<file path="src/rtl/vga_pkg.sv">
// Shared VGA display-path definitions: 640x480 timing, pixel width,
// coordinate type and motion direction encoding.
package vga_pkg;

   // 640x480 @ 60 Hz timing
   localparam int H_RES   = 640;
   localparam int H_FP    = 16;
   localparam int H_SYNC  = 96;
   localparam int H_BP    = 48;
   localparam int H_TOTAL = H_RES + H_FP + H_SYNC + H_BP;   // 800

   localparam int V_RES   = 480;
   localparam int V_FP    = 10;
   localparam int V_SYNC  = 2;
   localparam int V_BP    = 33;
   localparam int V_TOTAL = V_RES + V_FP + V_SYNC + V_BP;   // 525

   // 4:4:4 RGB pixel
   localparam int DW = 12;

   // Screen coordinate pair
   localparam int COORD_W = 10;
   typedef struct packed {
      logic [COORD_W-1:0] x;
      logic [COORD_W-1:0] y;
   } coord_t;

   // Motion direction: POS = towards larger coordinates (right/down)
   localparam logic DIR_POS = 1'b0;
   localparam logic DIR_NEG = 1'b1;

endpackage

</file>
<file path="src/rtl/bounce_axis.sv">
// One axis of the bouncing sprite: position, direction and the
// clamp/reflect step applied on each motion update.
module bounce_axis
   import vga_pkg::*;
#(
   parameter int   CW       = 10,
   parameter int   BOUND    = 512,     // largest legal position
   parameter int   INIT_POS = 0,
   parameter logic INIT_DIR = DIR_POS
) (
   input  logic          clk,
   input  logic          rst,          // asynchronous, active low
   input  logic          upd,          // one-cycle motion update strobe
   input  logic [3:0]    step,
   output logic [CW-1:0] pos,
   output logic          dir,
   output logic          hit           // reflection happening this update
);

   localparam logic [CW:0] BOUND_W = (CW+1)'(BOUND);

   logic [CW:0] step_w;
   logic [CW:0] pos_w;
   logic [CW:0] nx_inc;
   logic        moving;
   logic        hit_pos;
   logic        hit_neg;

   // One extra bit so the forward sum can never wrap past the bound
   assign step_w  = {{(CW-3){1'b0}}, step};
   assign pos_w   = {1'b0, pos};
   assign nx_inc  = pos_w + step_w;
   // A zero step must never reflect, even when parked on a bound
   assign moving  = upd && (step != 4'd0);
   assign hit_pos = (dir == DIR_POS) && (nx_inc >= BOUND_W);
   assign hit_neg = (dir == DIR_NEG) && (pos_w < step_w);
   assign hit     = moving && (hit_pos || hit_neg);

   // Advance, or clamp to the edge and reverse when the step would cross it
   always_ff @(posedge clk or negedge rst) begin
      if (!rst) begin
         pos <= CW'(INIT_POS);
         dir <= INIT_DIR;
      end else if (moving) begin
         if (dir == DIR_POS) begin
            if (hit_pos) begin
               pos <= BOUND_W[CW-1:0];
               dir <= DIR_NEG;
            end else begin
               pos <= nx_inc[CW-1:0];
            end
         end else begin
            if (hit_neg) begin
               pos <= '0;
               dir <= DIR_POS;
            end else begin
               pos <= pos - step_w[CW-1:0];
            end
         end
      end
   end

endmodule

</file>
<file path="src/rtl/sprite_bounce_engine.sv">
// Bouncing-sprite engine: frame divider, two bounce axes, reflection
// status, and a 2-stage pixel pipeline feeding the sprite ROM.
module sprite_bounce_engine
   import vga_pkg::DIR_POS, vga_pkg::DIR_NEG;
#(
   parameter int H_RES     = vga_pkg::H_RES,
   parameter int V_RES     = vga_pkg::V_RES,
   parameter int SPR_W     = 128,
   parameter int SPR_H     = 128,
   parameter int CW        = 10,
   parameter int DW        = vga_pkg::DW,
   parameter int FRAME_DIV = 1,
   parameter int X0        = 430,
   parameter int Y0        = 50,
   parameter logic [DW-1:0] BG = '0,
   localparam int XW = $clog2(SPR_W),
   localparam int YW = $clog2(SPR_H),
   localparam int AW = XW + YW
) (
   input  logic          clk,
   input  logic          rst,          // asynchronous, active low
   input  logic          frame_tick,
   input  logic          valid,
   input  logic [CW-1:0] h_cnt,
   input  logic [CW-1:0] v_cnt,
   input  logic          enable,
   input  logic [3:0]    step,
   input  logic [DW-1:0] rom_data,
   output logic [AW-1:0] rom_addr,
   output logic [DW-1:0] rgb,
   output logic          rgb_valid,
   output logic [CW-1:0] spr_x,
   output logic [CW-1:0] spr_y,
   output logic          dir_x,
   output logic          dir_y,
   output logic          edge_hit,
   output logic          corner_hit,
   output logic [15:0]   bounce_cnt
);

   localparam logic [CW:0] X_SPAN = (CW+1)'(SPR_W - 1);
   localparam logic [CW:0] Y_SPAN = (CW+1)'(SPR_H - 1);

   logic [7:0]    div_cnt;
   logic          fire;
   logic          hit_x;
   logic          hit_y;
   logic [CW:0]   x_lo, x_hi, y_lo, y_hi, h_w, v_w;
   logic          in_spr;
   logic          in_spr_d1;
   logic          valid_d1;
   logic [XW-1:0] off_x;
   logic [YW-1:0] off_y;

   // Update fires on the tick that completes FRAME_DIV enabled frames
   assign fire = frame_tick && enable && (div_cnt == 8'(FRAME_DIV - 1));

   // Count enabled frames; a disabled tick leaves the count untouched
   always_ff @(posedge clk or negedge rst) begin
      if (!rst) begin
         div_cnt <= '0;
      end else if (frame_tick && enable) begin
         div_cnt <= fire ? 8'd0 : div_cnt + 8'd1;
      end
   end

   bounce_axis #(
      .CW(CW), .BOUND(H_RES - SPR_W), .INIT_POS(X0), .INIT_DIR(DIR_POS)
   ) u_axis_x (
      .clk(clk), .rst(rst), .upd(fire), .step(step),
      .pos(spr_x), .dir(dir_x), .hit(hit_x)
   );

   bounce_axis #(
      .CW(CW), .BOUND(V_RES - SPR_H), .INIT_POS(Y0), .INIT_DIR(DIR_NEG)
   ) u_axis_y (
      .clk(clk), .rst(rst), .upd(fire), .step(step),
      .pos(spr_y), .dir(dir_y), .hit(hit_y)
   );

   // Reflection pulses and running count, one cycle after the update
   always_ff @(posedge clk or negedge rst) begin
      if (!rst) begin
         edge_hit   <= 1'b0;
         corner_hit <= 1'b0;
         bounce_cnt <= '0;
      end else begin
         edge_hit   <= hit_x || hit_y;
         corner_hit <= hit_x && hit_y;
         bounce_cnt <= bounce_cnt + 16'(hit_x) + 16'(hit_y);
      end
   end

   // Stage 0: sprite window test, widened so the far edge cannot wrap
   assign h_w    = {1'b0, h_cnt};
   assign v_w    = {1'b0, v_cnt};
   assign x_lo   = {1'b0, spr_x};
   assign y_lo   = {1'b0, spr_y};
   assign x_hi   = x_lo + X_SPAN;
   assign y_hi   = y_lo + Y_SPAN;
   assign in_spr = valid && (h_w >= x_lo) && (h_w <= x_hi)
                         && (v_w >= y_lo) && (v_w <= y_hi);
   assign off_x  = XW'(h_cnt - spr_x);
   assign off_y  = YW'(v_cnt - spr_y);

   // Stage 1: ROM address (held outside the sprite) and delayed flags
   always_ff @(posedge clk or negedge rst) begin
      if (!rst) begin
         rom_addr  <= '0;
         in_spr_d1 <= 1'b0;
         valid_d1  <= 1'b0;
      end else begin
         if (in_spr) begin
            rom_addr <= {off_y, off_x};
         end
         in_spr_d1 <= in_spr;
         valid_d1  <= valid;
      end
   end

   // Stage 2: select sprite pixel, background fill or blanking
   always_ff @(posedge clk or negedge rst) begin
      if (!rst) begin
         rgb       <= '0;
         rgb_valid <= 1'b0;
      end else begin
         rgb       <= valid_d1 ? (in_spr_d1 ? rom_data : BG) : '0;
         rgb_valid <= valid_d1;
      end
   end

endmodule

</file>
<file path="config.mk">
export PLATFORM = sky130hd
export DESIGN_NAME = sprite_bounce_engine
export DESIGN_NICKNAME = d
export VERILOG_FILES = /design/src/rtl/vga_pkg.sv /design/src/rtl/bounce_axis.sv /design/src/rtl/sprite_bounce_engine.sv
export SDC_FILE = /design/constraint.sdc
export NUM_CORES = 1
export LEC_CHECK = 0
export BUFFER_PORTS_ARGS = -buffer_cell sky130_fd_sc_hd__clkbuf_2
export CORE_MARGIN = 3
export CORE_UTILIZATION = 31
export CTS_BUF_LIST = sky130_fd_sc_hd__clkbuf_8
export DETAILED_ROUTE_END_ITERATION = 12
export PLACE_DENSITY = 0.46
export SETUP_SLACK_MARGIN = 0.1
export SLEW_MARGIN = 40
export SYNTH_ARGS = -nofsm -noshare
export SYNTH_HDL_FRONTEND = slang
export SYNTH_SLANG_ARGS = --single-unit
</file>
<file path="constraint.sdc">
create_clock -name clk -period 8.2 [get_ports clk]
set_input_delay 0.41 -clock clk [delete_from_list [all_inputs] [get_ports clk]]
set_output_delay 0.41 -clock clk [all_outputs]
set_load 0.02 [all_outputs]
</file>
==> metrics.cfg, run 1 <==
[status]
run_status=complete, no violations

[placed_design]
portBuffers=107
gp_congestion=0.880
pre_cts_ws_ns=4.05
dp_hpwl_um=12100

[grt]
grt_pass1_vias=4989
grt.overflow.total=0
grt_use_total=0.156
antenna_found_initial=0
grt_first_pass_wirelength_um=25500
grt_max_degree=78

[synth]
yosysWarnings=0
synth_top_family_by_area=simple AND/OR/NAND/NOR gates
synth_edf_count=0
synth_mux_area_frac=0.0413
yosys.area_share.adder=0.155
ys.flop_type=dfrtp_1
syn_inst=621
syn-cell-area_um2=5820
synth_compound_area_frac=0.162
syn_area_per_cell_um2=9.36
ys_seq_elements=77
synth_xor_area_frac=0.0723
synth-simple-area-share=0.187
ys_seq_area_frac=0.333
syn_nets=730
ys_async_sr_fraction=1.00
synth.distinct_cells=71

[sta]
fmax_ghz=0.249
rsz0062_at_grt=no
min_period_ns=4.02
final_max_slew_viol_count=0
fin_crit_sh=0.491
relSlewSlack=0.515
tightest_slew_ns=0.727
setup_violations=0
hold_violations=0
setup_tns_ns=0
skew_ns=0.0229
setup_ws_ns=4.18

[worst_setup_path]
crit_slowest_cell=dfstp_2
cp_data_required_time_ns=8.49
crit_path_end_kind=flip-flop
critPathMaxStageDelay_ns=0.67
arrival_ns=4.32
critPathCapture=bounce_cnt[14]
crit_fanout=8
crit_type=flip-flop to flip-flop
r2r_cells=14
r2r-start=u_axis_y.pos[1]
rrSetupSlack_ns=4.18
critPathLaunch=u_axis_y.pos[1]
r2r-end=bounce_cnt[14]
cp_cell_sequence=ha_1 -> nand2b_4 -> a2111o_1 -> a2111oi_2 -> mux2_4 -> o21ai_4 -> a21oi_4 -> nor2_1 -> fa_1 -> ha_1 -> nand3_1 -> or2_2 -> nor2_1 -> xor2_1
critPathLaunchType=flip-flop

[floorplan]
die_h_um=143
core_area_um2=18200
initial_core_util=0.319
die_area_um2=20400
io_pins=108
rows=49
die_width_um=143

[cells_and_area]
area_growth_pct=16.0
nFillCells=1866
final_common_cell=clkbuf_2
final_layout_size_suffix_gt1_frac=0.235
insertedDiodeCount=0
final_cell_mix=clkbuf_2 (106), dfrtp_1 (67), ha_1 (61), nand2_1 (45)
layout.nets=826

[job]
cap_violations=0

[clock_tree]
cts_num_sinks=77
cts_resized=0
cts_buffers=9
post-cts-setup-buffer-count=0
cts_tree=yes
htree_levels=3
clk_path_buf_depth=2
postCtsHoldBufs=0
cts-root-buf=clkbuf_8
path_clk_slew_ns=0.11
clock_latency_ns=0.38

[detailed_routing]
drt-initial-drc-count=246
finalWirelength_um=15600
drcViolationCount=0
routed_via_density=5.18
detail_route.wl_per_cell_um=16.4
drtPass1Iterations=7
ant_nets=0
vias=4925

[power_and_ir_drop]
power-per-cell-area_nw_per_um2=312
p_leak_nw=3.21
ir_drop_uv=106

[worst_hold_path]
hold_path.class=input pin to async pin

state kept, by name, summed over array words and instances, names as in the netlist:
signal,cells
edge_hit,1
corner_hit,1
in_spr_d1,1
bounce_cnt,16
div_cnt,8
valid_d1,1
u_axis_x.dir,1
rgb,12
rgb_valid,1
u_axis_y.dir,1
u_axis_x.pos,10
rom_addr,14
u_axis_y.pos,10
layout make-up:
class | instances | area [um2] | share of cell area
multi-input combinational | 481 | 3620 | 0.536
sequential | 77 | 1940 | 0.287
timing repair buffer | 108 | 549 | 0.0814
tap | 229 | 287 | 0.0425
inverter | 40 | 150 | 0.0223
clock buffer | 9 | 124 | 0.0184
clock inverter | 7 | 80.1 | 0.0119
Yosys cell counts, drive strengths merged (3+ instances only):
| library cell | n | area share |
|---|---|---|
| a21boi | 5 | 0.0065 |
| nor2 | 39 | 0.026 |
| nand2b | 11 | 0.014 |
| xnor2 | 40 | 0.060 |
| dfstp | 10 | 0.045 |
| nand3 | 16 | 0.014 |
| dfrtp | 67 | 0.29 |
| ha | 61 | 0.13 |
| nor4 | 5 | 0.0054 |
| a21o | 8 | 0.010 |
| inv | 40 | 0.026 |
| a22o | 3 | 0.0045 |
| or3 | 4 | 0.0043 |
| a221oi | 3 | 0.0045 |
| o31ai | 4 | 0.0060 |
| a21oi | 39 | 0.035 |
| a311oi | 3 | 0.0045 |
| nand3b | 3 | 0.0039 |
| o311ai | 3 | 0.0058 |
| nor2b | 17 | 0.018 |
| nand4 | 12 | 0.013 |
| a211oi | 4 | 0.0052 |
| a31oi | 5 | 0.0054 |
| clkbuf | 10 | 0.0065 |
| nor3 | 24 | 0.022 |
| nand2 | 45 | 0.029 |
| and3 | 18 | 0.019 |
| fa | 7 | 0.024 |
| xor2 | 8 | 0.012 |
| o21a | 7 | 0.0090 |
| or2 | 4 | 0.0043 |
| o21ai | 36 | 0.033 |
| mux2 | 16 | 0.036 |
| buf | 13 | 0.016 |
| mux2i | 3 | 0.0052 |
routing by layer:
metal | track usage | routed length (um) | vias to the layer above
met3 | 0.0399 | 942 | 24
met5 | 0 | 0 | -
met2 | 0.261 | 7310 | 136
li1 | - | - | 2398
met4 | 0.0435 | 306 | 0
met1 | 0.199 | 7080 | 2367
stage by stage:
step / hold WS, ns / utilization / cell area (um2) / total power, mW / instances
after floorplan: 0.114 / - / 5820 / 1.49 / 621
after global placement: 0.460 / 0.358 / 6520 / 1.80 / 935
after detailed placement: 0.480 / 0.359 / 6540 / 1.81 / 935
after CTS: 0.0826 / 0.370 / 6740 / 2.14 / 951
after global routing: 0.100 / 0.371 / 6750 / 2.30 / 951
final: 0.0616 / 0.371 / 6750 / 2.10 / 951
worst max-delay path: cells and delay by family, from the launching register on:
kind,cells,cell delay [ns]
mux,1,0.37
xor+xnor,1,0.15
fa+ha+maj,3,0.74
simple gates,5,0.91
compound gates,4,1.10
flops,1,0.67
cell families after synthesis:
family / after synthesis
muxes: 19
and+or+nand+nor: 207
buffers and inverters: 63
AOI/OAI and AO/OA: 139
DFF: 77
adders and majority gates: 68
xor gates and xnor gates: 48
report_power, final:
part	internal (mW)	switching [mW]	total (mW)
Clock	0.144	0.165	0.309
Combinational	0.493	0.656	1.15
Sequential	0.491	0.156	0.647
Total	1.13	0.976	2.10
worst min path at each step:
stage	from	end	slack (ns)	depth (start not counted)
2_1_floorplan	rst	bounce_cnt[0]	0.11	0
3_3_place_gp	bounce_cnt[15]	bounce_cnt[15]	0.46	1
3_5_place_dp	bounce_cnt[4]	bounce_cnt[4]	0.48	1
4_1_cts	rst	rgb_valid	0.08	1
5_1_grt	rst	rgb_valid	0.10	1
6_report	rst	rgb_valid	0.06	1
Note: power is estimated with default switching activity, not from simulation.
==> run 2: changes to the inputs <==
Settings changed: ABC_AREA set to 1, PLACE_DENSITY 0.46 to 0.47.
Clock period 8.2 ns to 3.35 ns, I/O delays scaled along.
==> metrics.cfg, run 2 <==
[sta]
tightest_slew_ns=0.733
hold_violations=0
setup_ws_ns=0.154
fmax_ghz=0.313
final_max_slew_viol_count=0
fin_crit_sh=0.954
skew_ns=0.0195
rsz0062_at_grt=yes
relSlewSlack=0.511
min_period_ns=3.20
setup_violations=0
hold-worst-slack_ns=0.215

[power_and_ir_drop]
p_leak_nw=4.23
ir_drop_uv=345
power-per-cell-area_nw_per_um2=766
finalPower_mw=6.04

[grt]
grt_use_total=0.177
grt.overflow.total=0
grt.busiest_layer=met2
grtUsageMet3=0.0363
grt_pass1_vias=5645
grt_max_degree=53
grtUsageMet2=0.286
antenna_found_initial=0
grt_first_pass_wirelength_um=28900
use_met1=0.241

[cells_and_area]
final_layout_size_suffix_gt1_frac=0.300
fin_cells=1212
final_cell_mix=nand2_1 (191), clkbuf_2 (106), inv_1 (81), buf_4 (80), dfrtp_1 (65)
layout.nets=1087
largest_register_ffs=16
final_area_um2=7880
reg_top3=bounce_cnt (16), rom_addr (14), rgb (12)
area_growth_pct=33.6
final_common_cell=nand2_1
insertedDiodeCount=0
regMostFlops=bounce_cnt

[clock_tree]
cts_buffers=9
cts_num_sinks=77
cts_tree=yes
path_clk_slew_ns=0.10
clock_latency_ns=0.38
cts-root-buf=clkbuf_8
clk_path_buf_depth=2
htree_levels=3

[placed_design]
gp_congestion=0.864
pre_cts_ws_ns=0.0245
dpl_cell_area_um2=7010
portBuffers=107
placedCellCount=1145
dp_hpwl_um=14000

[synth]
syn-cell-area_um2=5900
synth.distinct_cells=38
ys_async_sr_fraction=1.00
yosys.area.top_type=dfrtp_1
yosysWarnings=0
synth_area_leaders=dfrtp_1 (28%), ha_1 (13%), nand2_1 (13%)
ys.flop_type=dfrtp_1
syn_area_per_cell_um2=7.61
syn_inst=775
ys_seq_elements=77
synth_edf_count=0
synth_commonest_cells=nand2_1 (199), inv_1 (85), dfrtp_1 (67), nor2_1 (67), nand3_1 (65)
synth.top_cell.area_share=0.284
ys_seq_area_frac=0.329
yosys.cell_count.top_type=nand2_1
syn_nets=884

[floorplan]
initial_core_util=0.322
die_h_um=144
rows=49
die_width_um=144
die_area_um2=20700
core_area_um2=18300
io_pins=108

[worst_setup_path]
cpLargestDelayFamily=simple AND/OR/NAND/NOR gates
crit_type=flip-flop to flip-flop
cp_data_required_time_ns=3.61
crit_fanout=4
critPathLaunchType=flip-flop
path_buf_inv=7
cp_cell_sequence=ha_4 -> buf_4 -> nor2_2 -> nand4_1 -> buf_4 -> nand3_2 -> nand2_1 -> inv_2 -> nand3_2 -> nand3_2 -> inv_2 -> fa_2 -> buf_4 -> buf_6 -> nand3_4 -> nor2_4 -> nand4_1 -> buf_4 -> nor2_4 -> nand4_1 -> nor2_2 -> xor2_1
arrival_ns=3.46
crit_slowest_cell=dfstp_2
critPathMaxStageDelay_ns=0.61
path_common_cell=buf_4
crit_path_end_kind=flip-flop

[detailed_routing]
drt-initial-drc-count=280
finalWirelength_um=18400
ant_nets=0
routed_via_density=4.66
detail_route.wl_per_cell_um=15.1
vias=5648
drcViolationCount=0
drtPass1Iterations=4

[worst_hold_path]
hold_path.class=input pin to flip-flop

[job]
cap_violations=0

[status]
run_status=complete, no violations

## run 2: changes by cell type in the layout (fill, tap and decap cells not counted), sizes merged, moves of 20 or more
| cell | change |
|---|---|
| nor3 | -20 |
| xor2 | +25 |
| nand2 | +160 |
| nor2 | +31 |
| buf | +82 |
| nand3 | +52 |
| inv | +61 |
| xnor2 | -21 |
## run 2: repair_timing
item | in CTS | in global routing
endpoints found under the setup margin | 3 | 12
gates resized for setup | 17 | 41
hold buffers | 14 | 0
cloned | 0 | 1
pin swaps | 13 | 25
setup buffers | 25 | 13
endpoints found under the hold margin | 54 | 0
## run 2: tightest hold or removal path: cells and delay by family
family	cells	cell delay, ns
AO/OA/AOI/OAI	1	0.08
AND/OR/NAND/NOR	1	0.11
buffers and inverters	2	0.20
## run 2: per-stage QoR
step / setup TNS, ns / utilization
after floorplan: 0 / -
after global placement: 0 / 0.382
after detailed placement: 0 / 0.382
after CTS: 0 / 0.414
after global routing: -0.166 / 0.430
final: 0 / 0.430
## run 2: routing by layer
layer,up-vias,part of all wire
met5,-,0
met4,0,0.020
met3,25,0.036
met2,104,0.47
met1,2596,0.47
li1,2923,-
## run 2: kinds of logic (layout without fill, tap and decap cells)
| group | after synthesis | after routing | synth area share |
|---|---|---|---|
| AOI/OAI and AO/OA | 90 | 90 | 0.0891 |
| and+or+nand+nor | 374 | 375 | 0.275 |
| buffers and inverters | 114 | 321 | 0.0765 |
| xor gates and xnor gates | 52 | 52 | 0.0772 |
| DFF | 77 | 77 | 0.329 |
| adders and majority gates | 68 | 68 | 0.153 |
## run 2: path summary, 6_finish.rpt
| path | from | to | slack [ns] | cells after the start |
|---|---|---|---|---|
| max | u_axis_y.pos[1] | bounce_cnt[15] | 0.15 | 22 |
| min | enable | div_cnt[1] | 0.22 | 4 |
| max reg2reg | u_axis_y.pos[1] | bounce_cnt[15] | 0.15 | 22 |
| min reg2reg | valid_d1 | rgb_valid | 0.39 | 0 |
| max in group asynchronous | rst | rom_addr[12] | 2.13 | 3 |
| min in group asynchronous | rst | rgb[6] | 0.36 | 2 |
## run 2: cell type report
type / instances / area [um2]
fill: 1934 / 10400
sequential: 77 / 1940
tap: 229 / 287
multi-input combinational: 585 / 3760
clock buffer: 9 / 124
timing repair buffer: 204 / 1330
clock inverter: 7 / 65.1
inverter: 101 / 382
## run 2: power breakdown
group / total, mW / internal (mW) / switching, mW
Clock: 0.721 / 0.289 / 0.432
Combinational: 3.86 / 1.58 / 2.29
Sequential: 1.45 / 1.20 / 0.248
